## src/rtl/load_store_unit.sv

```systemverilog
// RV32I load/store unit: bridges ALU effective addresses to a word-wide memory req/gnt/rvalid bus.
// Latency (zero-wait memory): error completes 1 cycle after accept, store 2, load 3; outputs registered.
// Backpressure: in_ready is low whenever the unit is busy; mem_req and its payload hold until mem_gnt.
module load_store_unit #(
   parameter int TIMEOUT = 255
) (
   input  logic        clk,
   input  logic        rst_n,
   input  logic        in_valid,
   output logic        in_ready,
   input  logic [6:0]  in_opcode,
   input  logic [2:0]  in_funct3,
   input  logic [31:0] in_addr,
   input  logic [31:0] in_wdata,
   input  logic [4:0]  in_rd,
   output logic        mem_req,
   output logic        mem_we,
   output logic [31:0] mem_addr,
   output logic [3:0]  mem_wstrb,
   output logic [31:0] mem_wdata,
   input  logic        mem_gnt,
   input  logic        mem_rvalid,
   input  logic [31:0] mem_rdata,
   output logic        out_valid,
   output logic        out_we,
   output logic [4:0]  out_rd,
   output logic [31:0] out_data,
   output logic [1:0]  out_err
);

   localparam logic [6:0] OP_LOAD  = 7'b0000011;
   localparam logic [6:0] OP_STORE = 7'b0100011;
   localparam int CW = (TIMEOUT > 2) ? $clog2(TIMEOUT) : 1;
   localparam logic [CW-1:0] LIMIT = CW'(TIMEOUT - 1);

   typedef enum logic [1:0] {IDLE, REQ, RESP, DONE} state_t;

   state_t         state, state_nxt;
   logic           is_load;
   logic [2:0]     funct3;
   logic [1:0]     byte_off;
   logic [CW-1:0]  cnt;

   logic           accept, in_is_load, in_is_store;
   logic           dec_err;
   logic [3:0]     dec_wstrb;
   logic [31:0]    dec_wdata;
   logic [31:0]    shifted, load_data;
   logic           gnt_ev, rv_ev, tmo;

   assign in_ready    = (state == IDLE);
   assign accept      = in_valid & in_ready;
   assign in_is_load  = (in_opcode == OP_LOAD);
   assign in_is_store = (in_opcode == OP_STORE);
   assign gnt_ev      = (state == REQ) & mem_gnt;
   assign rv_ev       = (state == RESP) & mem_rvalid;
   // Grant/rvalid in the limit cycle wins over the timeout.
   assign tmo         = (TIMEOUT != 0) & (cnt == LIMIT) &
                        (((state == REQ) & ~mem_gnt) | ((state == RESP) & ~mem_rvalid));

   // State register
   always_ff @(posedge clk or negedge rst_n) begin
      if (!rst_n) state <= IDLE;
      else        state <= state_nxt;
   end

   // Next-state decision
   always_comb begin
      state_nxt = state;
      case (state)
         IDLE: if (accept) state_nxt = dec_err ? DONE : REQ;
         REQ:  if (gnt_ev) state_nxt = is_load ? RESP : DONE;
               else if (tmo) state_nxt = DONE;
         RESP: if (rv_ev || tmo) state_nxt = DONE;
         DONE: state_nxt = IDLE;
         default: state_nxt = IDLE;
      endcase
   end

   // Decode incoming op: legality, alignment, store byte lanes and replicated data
   always_comb begin
      dec_err   = 1'b0;
      dec_wstrb = 4'b0000;
      dec_wdata = 32'h0;
      if (in_is_load) begin
         case (in_funct3)
            3'b000, 3'b100: dec_err = 1'b0;
            3'b001, 3'b101: dec_err = in_addr[0];
            3'b010:         dec_err = (in_addr[1:0] != 2'b00);
            default:        dec_err = 1'b1;
         endcase
      end else if (in_is_store) begin
         case (in_funct3)
            3'b000: begin
               dec_wstrb = 4'b0001 << in_addr[1:0];
               dec_wdata = {4{in_wdata[7:0]}};
            end
            3'b001: begin
               dec_err   = in_addr[0];
               dec_wstrb = 4'b0011 << in_addr[1:0];
               dec_wdata = {2{in_wdata[15:0]}};
            end
            3'b010: begin
               dec_err   = (in_addr[1:0] != 2'b00);
               dec_wstrb = 4'b1111;
               dec_wdata = in_wdata;
            end
            default: dec_err = 1'b1;
         endcase
      end else begin
         dec_err = 1'b1;
      end
   end

   // Extract the addressed byte/half from the read word and extend it
   always_comb begin
      shifted = mem_rdata >> {byte_off, 3'b000};
      case (funct3)
         3'b000:  load_data = {{24{shifted[7]}}, shifted[7:0]};
         3'b100:  load_data = {24'h0, shifted[7:0]};
         3'b001:  load_data = {{16{shifted[15]}}, shifted[15:0]};
         3'b101:  load_data = {16'h0, shifted[15:0]};
         default: load_data = mem_rdata;
      endcase
   end

   // Registered bus outputs, completion outputs and the wait counter
   always_ff @(posedge clk or negedge rst_n) begin
      if (!rst_n) begin
         is_load   <= 1'b0;
         funct3    <= 3'b000;
         byte_off  <= 2'b00;
         cnt       <= '0;
         mem_req   <= 1'b0;
         mem_we    <= 1'b0;
         mem_addr  <= 32'h0;
         mem_wstrb <= 4'b0000;
         mem_wdata <= 32'h0;
         out_valid <= 1'b0;
         out_we    <= 1'b0;
         out_rd    <= 5'd0;
         out_data  <= 32'h0;
         out_err   <= 2'b00;
      end else begin
         out_valid <= 1'b0;
         out_we    <= 1'b0;
         case (state)
            IDLE: if (accept) begin
               is_load  <= in_is_load;
               funct3   <= in_funct3;
               byte_off <= in_addr[1:0];
               out_rd   <= in_rd;
               cnt      <= '0;
               if (dec_err) begin
                  out_valid <= 1'b1;
                  out_err   <= 2'b01;
                  out_data  <= 32'h0;
               end else begin
                  mem_req   <= 1'b1;
                  mem_we    <= in_is_store;
                  mem_addr  <= {in_addr[31:2], 2'b00};
                  mem_wstrb <= dec_wstrb;
                  mem_wdata <= dec_wdata;
               end
            end
            REQ: begin
               cnt <= cnt + 1'b1;
               if (mem_gnt) begin
                  mem_req <= 1'b0;
                  cnt     <= '0;
                  if (!is_load) begin
                     out_valid <= 1'b1;
                     out_err   <= 2'b00;
                     out_data  <= 32'h0;
                  end
               end else if (tmo) begin
                  mem_req   <= 1'b0;
                  out_valid <= 1'b1;
                  out_err   <= 2'b10;
                  out_data  <= 32'h0;
               end
            end
            RESP: begin
               cnt <= cnt + 1'b1;
               if (mem_rvalid) begin
                  out_valid <= 1'b1;
                  out_we    <= 1'b1;
                  out_err   <= 2'b00;
                  out_data  <= load_data;
               end else if (tmo) begin
                  out_valid <= 1'b1;
                  out_err   <= 2'b10;
                  out_data  <= 32'h0;
               end
            end
            default: ;
         endcase
      end
   end

endmodule

```

## config.mk

```make
export PLATFORM = sky130hd
export DESIGN_NAME = load_store_unit
export DESIGN_NICKNAME = d
export VERILOG_FILES = /design/src/rtl/load_store_unit.sv
export SDC_FILE = /design/constraint.sdc
export NUM_CORES = 1
export LEC_CHECK = 0
export BUFFER_PORTS_ARGS = -buffer_cell sky130_fd_sc_hd__clkbuf_2
export CORE_MARGIN = 2
export CORE_UTILIZATION = 52
export CTS_BUF_LIST = sky130_fd_sc_hd__clkbuf_8
export DETAILED_ROUTE_END_ITERATION = 8
export PLACE_DENSITY = 0.8
export SETUP_SLACK_MARGIN = 0.1
export SYNTH_ARGS = -nofsm -noshare
export SYNTH_HDL_FRONTEND = slang
export SYNTH_SLANG_ARGS = --single-unit
export TNS_END_PERCENT = 30
```

## constraint.sdc

```tcl
create_clock -name clk -period 2.3 [get_ports clk]
set_clock_uncertainty 0.05 [all_clocks]
set_input_delay 0.23 -clock clk [delete_from_list [all_inputs] [get_ports clk]]
set_output_delay 0.23 -clock clk [all_outputs]
set_load 0.005 [all_outputs]
```

# [Word level (Yosys, flattened, before mapping)]
# Index checks and enable logic that the tools add are counted.
[op_classes] n_addsub=1 eq_ne=20 n_shift=3 mux=49 bitwise=10 reduce_logical=15
[op_table] cell="$mux W32" count=8
[op_table] cell="$pmux W32 S3" count=2
[op_table] cell="$pmux W32 S4" count=1
[op_table] cell="$shr A32 B5 Y16" count=1
[op_table] cell="$pmux W8 S3" count=1
[op_table] cell="$mux W2" count=11
[op_table] cell="$mux W8" count=2
[op_table] cell="$mux W1" count=15
[op_table] cell="$eq A3 B3 Y1 const B" count=4
[op_table] cell="$pmux W4 S3" count=1
[op_table] cell="$ne A3 B3 Y1 const B" count=3
[op_table] cell="$pmux W1 S3" count=3
[op_table] cell="$add A8 B1 Y8 const B" count=1
[op_table] cell="$eq A8 B8 Y1 const B" count=1
[op_table] cell="$mux W4" count=2
[op_table] cell="$pmux W2 S4" count=1
[op_table] cell="$reduce_and A4 Y1" count=2
[op_table] cell="$eq A7 B2 Y1 const B" count=1
[op_table] cell="$eq A7 B6 Y1 const B" count=1
[op_table] cell="$and A1 B1 Y1" count=6
[op_table] cell="$eq A3 B1 Y1 const B" count=2
[op_table] cell="$logic_not A3 Y1" count=2
[op_table] cell="$ne A2 B1 Y1 const B" count=3
[op_table] cell="$pmux W2 S3" count=1
[op_table] cell="16 further kinds" count=23
[word_totals] regBits=125 output_inout_bits=112 word_cells=113

# [Logic depth before layout (Yosys ltp)]
[depth] ltp_word=7 depth_mapped=9 ltp_nobuf=7

# [Worst setup path before layout]
# OpenSTA, ideal clock, no wires.
[synth_timing] path_kind="reg-to-reg" startpoint="reg state[0]" endpoint="reg out_data[15]" setup_time_ns=0.095 arrival_ns=1.877 required_time_ns=2.155 path_slack_ns=0.277 path_stages_with_launch=9 n_path_buf=2 cell_sequence="dfrtp_1 -> inv_1 -> ha_1 -> buf_2 -> nor2b_1 -> a311oi_4 -> nand4_2 -> buf_2 -> o31ai_1"
[synth_via] elab_cells_between_ends=17 classes_between="eq/ne: 5; mux: 4; bitwise: 5; reduce/logical: 3"
[synth_rtl] item="start, declared" line="38" source="state_t state, state_nxt;"
[synth_rtl] item="start signal, assigned" line="64" source="else state <= state_nxt;"
[synth_rtl] item="$logic_not A2 Y1 *" line="51" source="assign in_ready = (state == IDLE);"
[synth_rtl] item="via in_ready" line="10" source="output logic in_ready,"
[synth_rtl] item="$and A1 B1 Y1" line="52" source="assign accept = in_valid & in_ready;"
[synth_rtl] item="$ne A2 B1 Y1 (no line)"
[synth_rtl] item="$reduce_and A4 Y1 (no line)"
[synth_rtl] item="end signal, assigned" line="189" source="out_data <= load_data;"
[synth_rtl] item="end, declared" line="27" source="output logic [31:0] out_data,"
# The timed path passes the listed nets; every way through them passes the cells marked *.
# A chain may end at the register's enable or synchronous reset.

# [Final worst setup path]
[layout_timing] startpoint="reg state[0]" endpoint="reg out_data[28]"
[layout_via] elab_chain_cells=7 elab_cells_between_ends=17 classes_between="eq/ne: 5; mux: 4; bitwise: 5; reduce/logical: 3"
[layout_lines] item="$eq A2 B1 Y1 / $eq A2 B2 Y1 (equally long branches)" line="59, 147"
[layout_lines] item="$and A1 B1 Y1" line="59" source="(((state == REQ) & ~mem_gnt) | ((state == RESP) & ~mem_rvalid));"
[layout_lines] item="$or A1 B1 Y1" line="59"
[layout_lines] item="$and A1 B1 Y1" line="58" source="assign tmo = (TIMEOUT != 0) & (cnt == LIMIT) &"
[layout_lines] item="$mux W32"
[layout_lines] item="$mux W32 (on tied branches)"
[layout_lines] item="$pmux W32 S3" line="147" source="case (state)"
# Several ways; a longest one is shown, not always the timed one.

==> results by group <==
Setup path
  – Worst Setup End Kind: flop
  – Worst path required time: 2.58 ns
  – CP max FO: 32
  – Worst R2R End: out_data[28]$_DFFE_PN0P_
  – Critical path's top delay family: compound AO/OA/AOI/OAI gates
  – Critical path launch point type: flop
  – Kind of critical path: flop to flop
  – Reg2Reg Depth: 7
  – Data arrival, critical path: 2.33 ns
  – Worst Path Buf+Inv: 2
  – Worst R2R Setup Slack: 0.25 ns
  – CP cell instances: inv_1 > ha_1 > nor2b_1 > a311oi_4 > nand4_2 > buf_12 > o31ai_1
  – FF-to-FF Start: state[0]$_DFFE_PN0P_
  – CP peak stage delay: 0.43 ns
  – Worst path slowest cell: dfrtp_1

Clock network
  – Clock Latency Late Sink: 0.43 ns
  – Clock Sinks: 125
  – Clk root buf: clkbuf_8
  – CTS Buf Count: 17
  – CTS tree: done
  – Clk slew on worst S/H paths: 0.07 ns
  – H-tree levels: 4
  – Clock buffer depth: 2

Synth
  – Top cells by area, synth: dfrtp_1 (50%), mux2_2 (8.4%), nand2_1 (7.0%)
  – Ys flop type: dfrtp_1
  – Post-Syn Area: 6286 um^2
  – Async S/R FF share, synth: 100.0%
  – Post-synthesis sequential area ratio: 49.76%
  – Mapped Cells: 653
  – Synth top cells by count: dfrtp_1 (125), nand2_1 (117), o21ai_0 (78)
  – Synth warn: 0
  – Post-synth cell types: 49
  – Top-count cell post-synth: dfrtp_1
  – Synth Register Bits: 125
  – Mean Syn Cell Area: 9.626 um^2
  – Area leader, netlist: dfrtp_1
  – Share of the synthesized area in the top cell type: 49.76%
  – Post-synth EDFFs: 0

Status
  – Outcome: completed

Job
  – Max cap viols: 0

Route
  – Drt total wl: 18250 um
  – Pre-antenna DRT Iters: 5
  – Antenna Nets Post-Route: 0
  – Initial DRC Count: 538
  – Vias per inst: 5.494
  – WL/cell: 16.98 um
  – DR DRC count: 0
  – Vias: 5906

Die
  – Vert. Die Dim: 113.9 um
  – Ports: 228
  – Starting Density: 52.77%
  – Core footprint: 11910 um^2
  – Die width: 113.9 um
  – DIE AREA: 12980 um^2
  – Site row count: 40

STA
  – Slew margin rel.: 52.95%
  – Worst Hold Slack: 0.03301 ns
  – RSZ-0062 raised after global routing: yes
  – Worst-Margin Slew: 0.7057 ns
  – Max-slew violation count: 0
  – Peak Freq: 487.5 MHz
  – Fin Setup TNS: 0 ns
  – Fin crit period: 2.051 ns
  – Final setup fails: 0
  – Final period util: 89.19%
  – Final WS setup: 0.2487 ns
  – Final count of hold timing violations: 0

Place
  – Worst slack at placement: 0.2682 ns
  – Routability cong.: 0.8529
  – Post-DP HPWL: 12180 um
  – IO Port Bufs: 225
  – Cells after DPL: 1000

Power
  – Pwr Total: 7.247 mW
  – Pwr dens: 861.1 nW/um^2
  – Max IR drop VDD: 0.0005129 V
  – Static Leak: 4.290 nW

Layout
  – Share of layout cells above drive strength 1: 36.64%
  – Area grow syn2layout: 33.88%
  – Non-filler cells, final: 1075
  – Final #Nets: 1039
  – # fillers: 915
  – Ant diodes: 0

GRT
  – Total GRT Usage: 28.76%
  – Largest net degree at the start of global routing: 106
  – First-pass GRT wire length: 29040 um
  – Initial antenna violation count: 0
  – Vias in the first global route: 5702
  – Grt total ovfl: 0

Worst hold path
  – HP Class: input pin to flop
  – Hold path startpoint: mem_rdata[5]
  – Worst Hold Path Cells: 3
  – Hold path endpoint: out_data[5]$_DFFE_PN0P_
worst max path at each step:
| stage | cells after the start | from | end | slack [ns] |
|---|---|---|---|---|
| 3_5_place_dp | 8 | state[0]$_DFFE_PN0P_ | out_data[13]$_DFFE_PN0P_ | 0.27 |
| 5_1_grt | 8 | state[1]$_DFFE_PN0P_ | out_data[21]$_DFFE_PN0P_ | 0.08 |
| 2_1_floorplan | 8 | state[0]$_DFFE_PN0P_ | out_data[15]$_DFFE_PN0P_ | 0.28 |
| 6_report | 7 | state[0]$_DFFE_PN0P_ | out_data[28]$_DFFE_PN0P_ | 0.25 |
| 4_1_cts | 7 | state[0]$_DFFE_PN0P_ | out_data[25]$_DFFE_PN0P_ | 0.25 |
| 3_3_place_gp | 8 | state[0]$_DFFE_PN0P_ | out_data[13]$_DFFE_PN0P_ | 0.35 |
sequential cells by signal (all words and copies together), names as in the netlist:
register	count
mem_req	1
mem_wdata	32
is_load	1
state	2
out_err	2
out_we	1
mem_wstrb	4
byte_off	2
out_valid	1
mem_addr	30
out_rd	5
mem_we	1
cnt	8
out_data	32
funct3	3
cell type report:
cell class	count	area, um^2	area share, %
clock inverters	12	107.6	1.279
inverters	11	41.29	0.4906
well taps	147	183.9	2.186
flip-flops and latches	125	3128	37.17
clock buffers	19	261.5	3.107
multi-input cells	471	2904	34.51
repair buffers	290	1789	21.26
worst register-to-register path, stage by stage (launching register included):
cell	delay, ns
dfrtp_1	0.43
inv_1	0.11
ha_1	0.22
nor2b_1	0.18
a311oi_4	0.32
nand4_2	0.18
buf_12	0.20
o31ai_1	0.27
cells in the final DEF, fill, tap and decap left out, drive strengths merged, types with 22 or more instances in the layout:
| cell | netlist | final |
|---|---|---|
| nor2 | 39 | 39 |
| dfrtp | 125 | 125 |
| o31ai | 29 | 29 |
| mux2 | 47 | 47 |
| dlygate4sd3 | 0 | 44 |
| buf | 27 | 22 |
| nand2 | 117 | 117 |
| a21oi | 46 | 46 |
| clkbuf | 20 | 243 |
| o21ai | 83 | 83 |
stage by stage:
stage / instance area (um^2) / utilization (%)
finish: 8416 / 70.65
global placement: 7602 / 63.82
detailed placement: 7602 / 63.82
global route: 8416 / 70.65
CTS: 8412 / 70.62
floorplan: 6290 / -
metal layers:
metal / global-route usage, % / part of all wire [%] / up-vias
li1: - / - / 2797
met1: 36.30 / 41 / 2783
met2: 46.79 / 49 / 293
met3: 8.183 / 8.5 / 33
met4: 11.79 / 2.2 / 0
met5: 0 / 0 / -
timing repair:
item,CTS,global route
hold buffers,44,0
hold endpoints to repair,92,0
gates resized for setup,0,1
setup buffers,0,0
endpoints found under the setup margin,0,6
report_power, final:
part           leakage, nW  internal [mW]  switching [mW]  total [mW]
sequential            1.71           2.51           0.273        2.79
clock                0.211          0.988           0.827        1.81
combinational         2.37           1.16            1.48        2.65
total                 4.29           4.66            2.58        7.25
kinds of logic (layout without fill, tap and decap cells):
logic type	after synthesis	after routing	share of synthesized area (%)
buffers and inverters	58	332	4.279
AOI/OAI and AO/OA	195	195	19.27
other	1	2	0.05966
muxes	51	51	9.256
adders and majority gates	7	7	1.393
and+or+nand+nor	216	216	15.98
DFF	125	125	49.76
No activity file was read; power rests on OpenSTA's default activity.
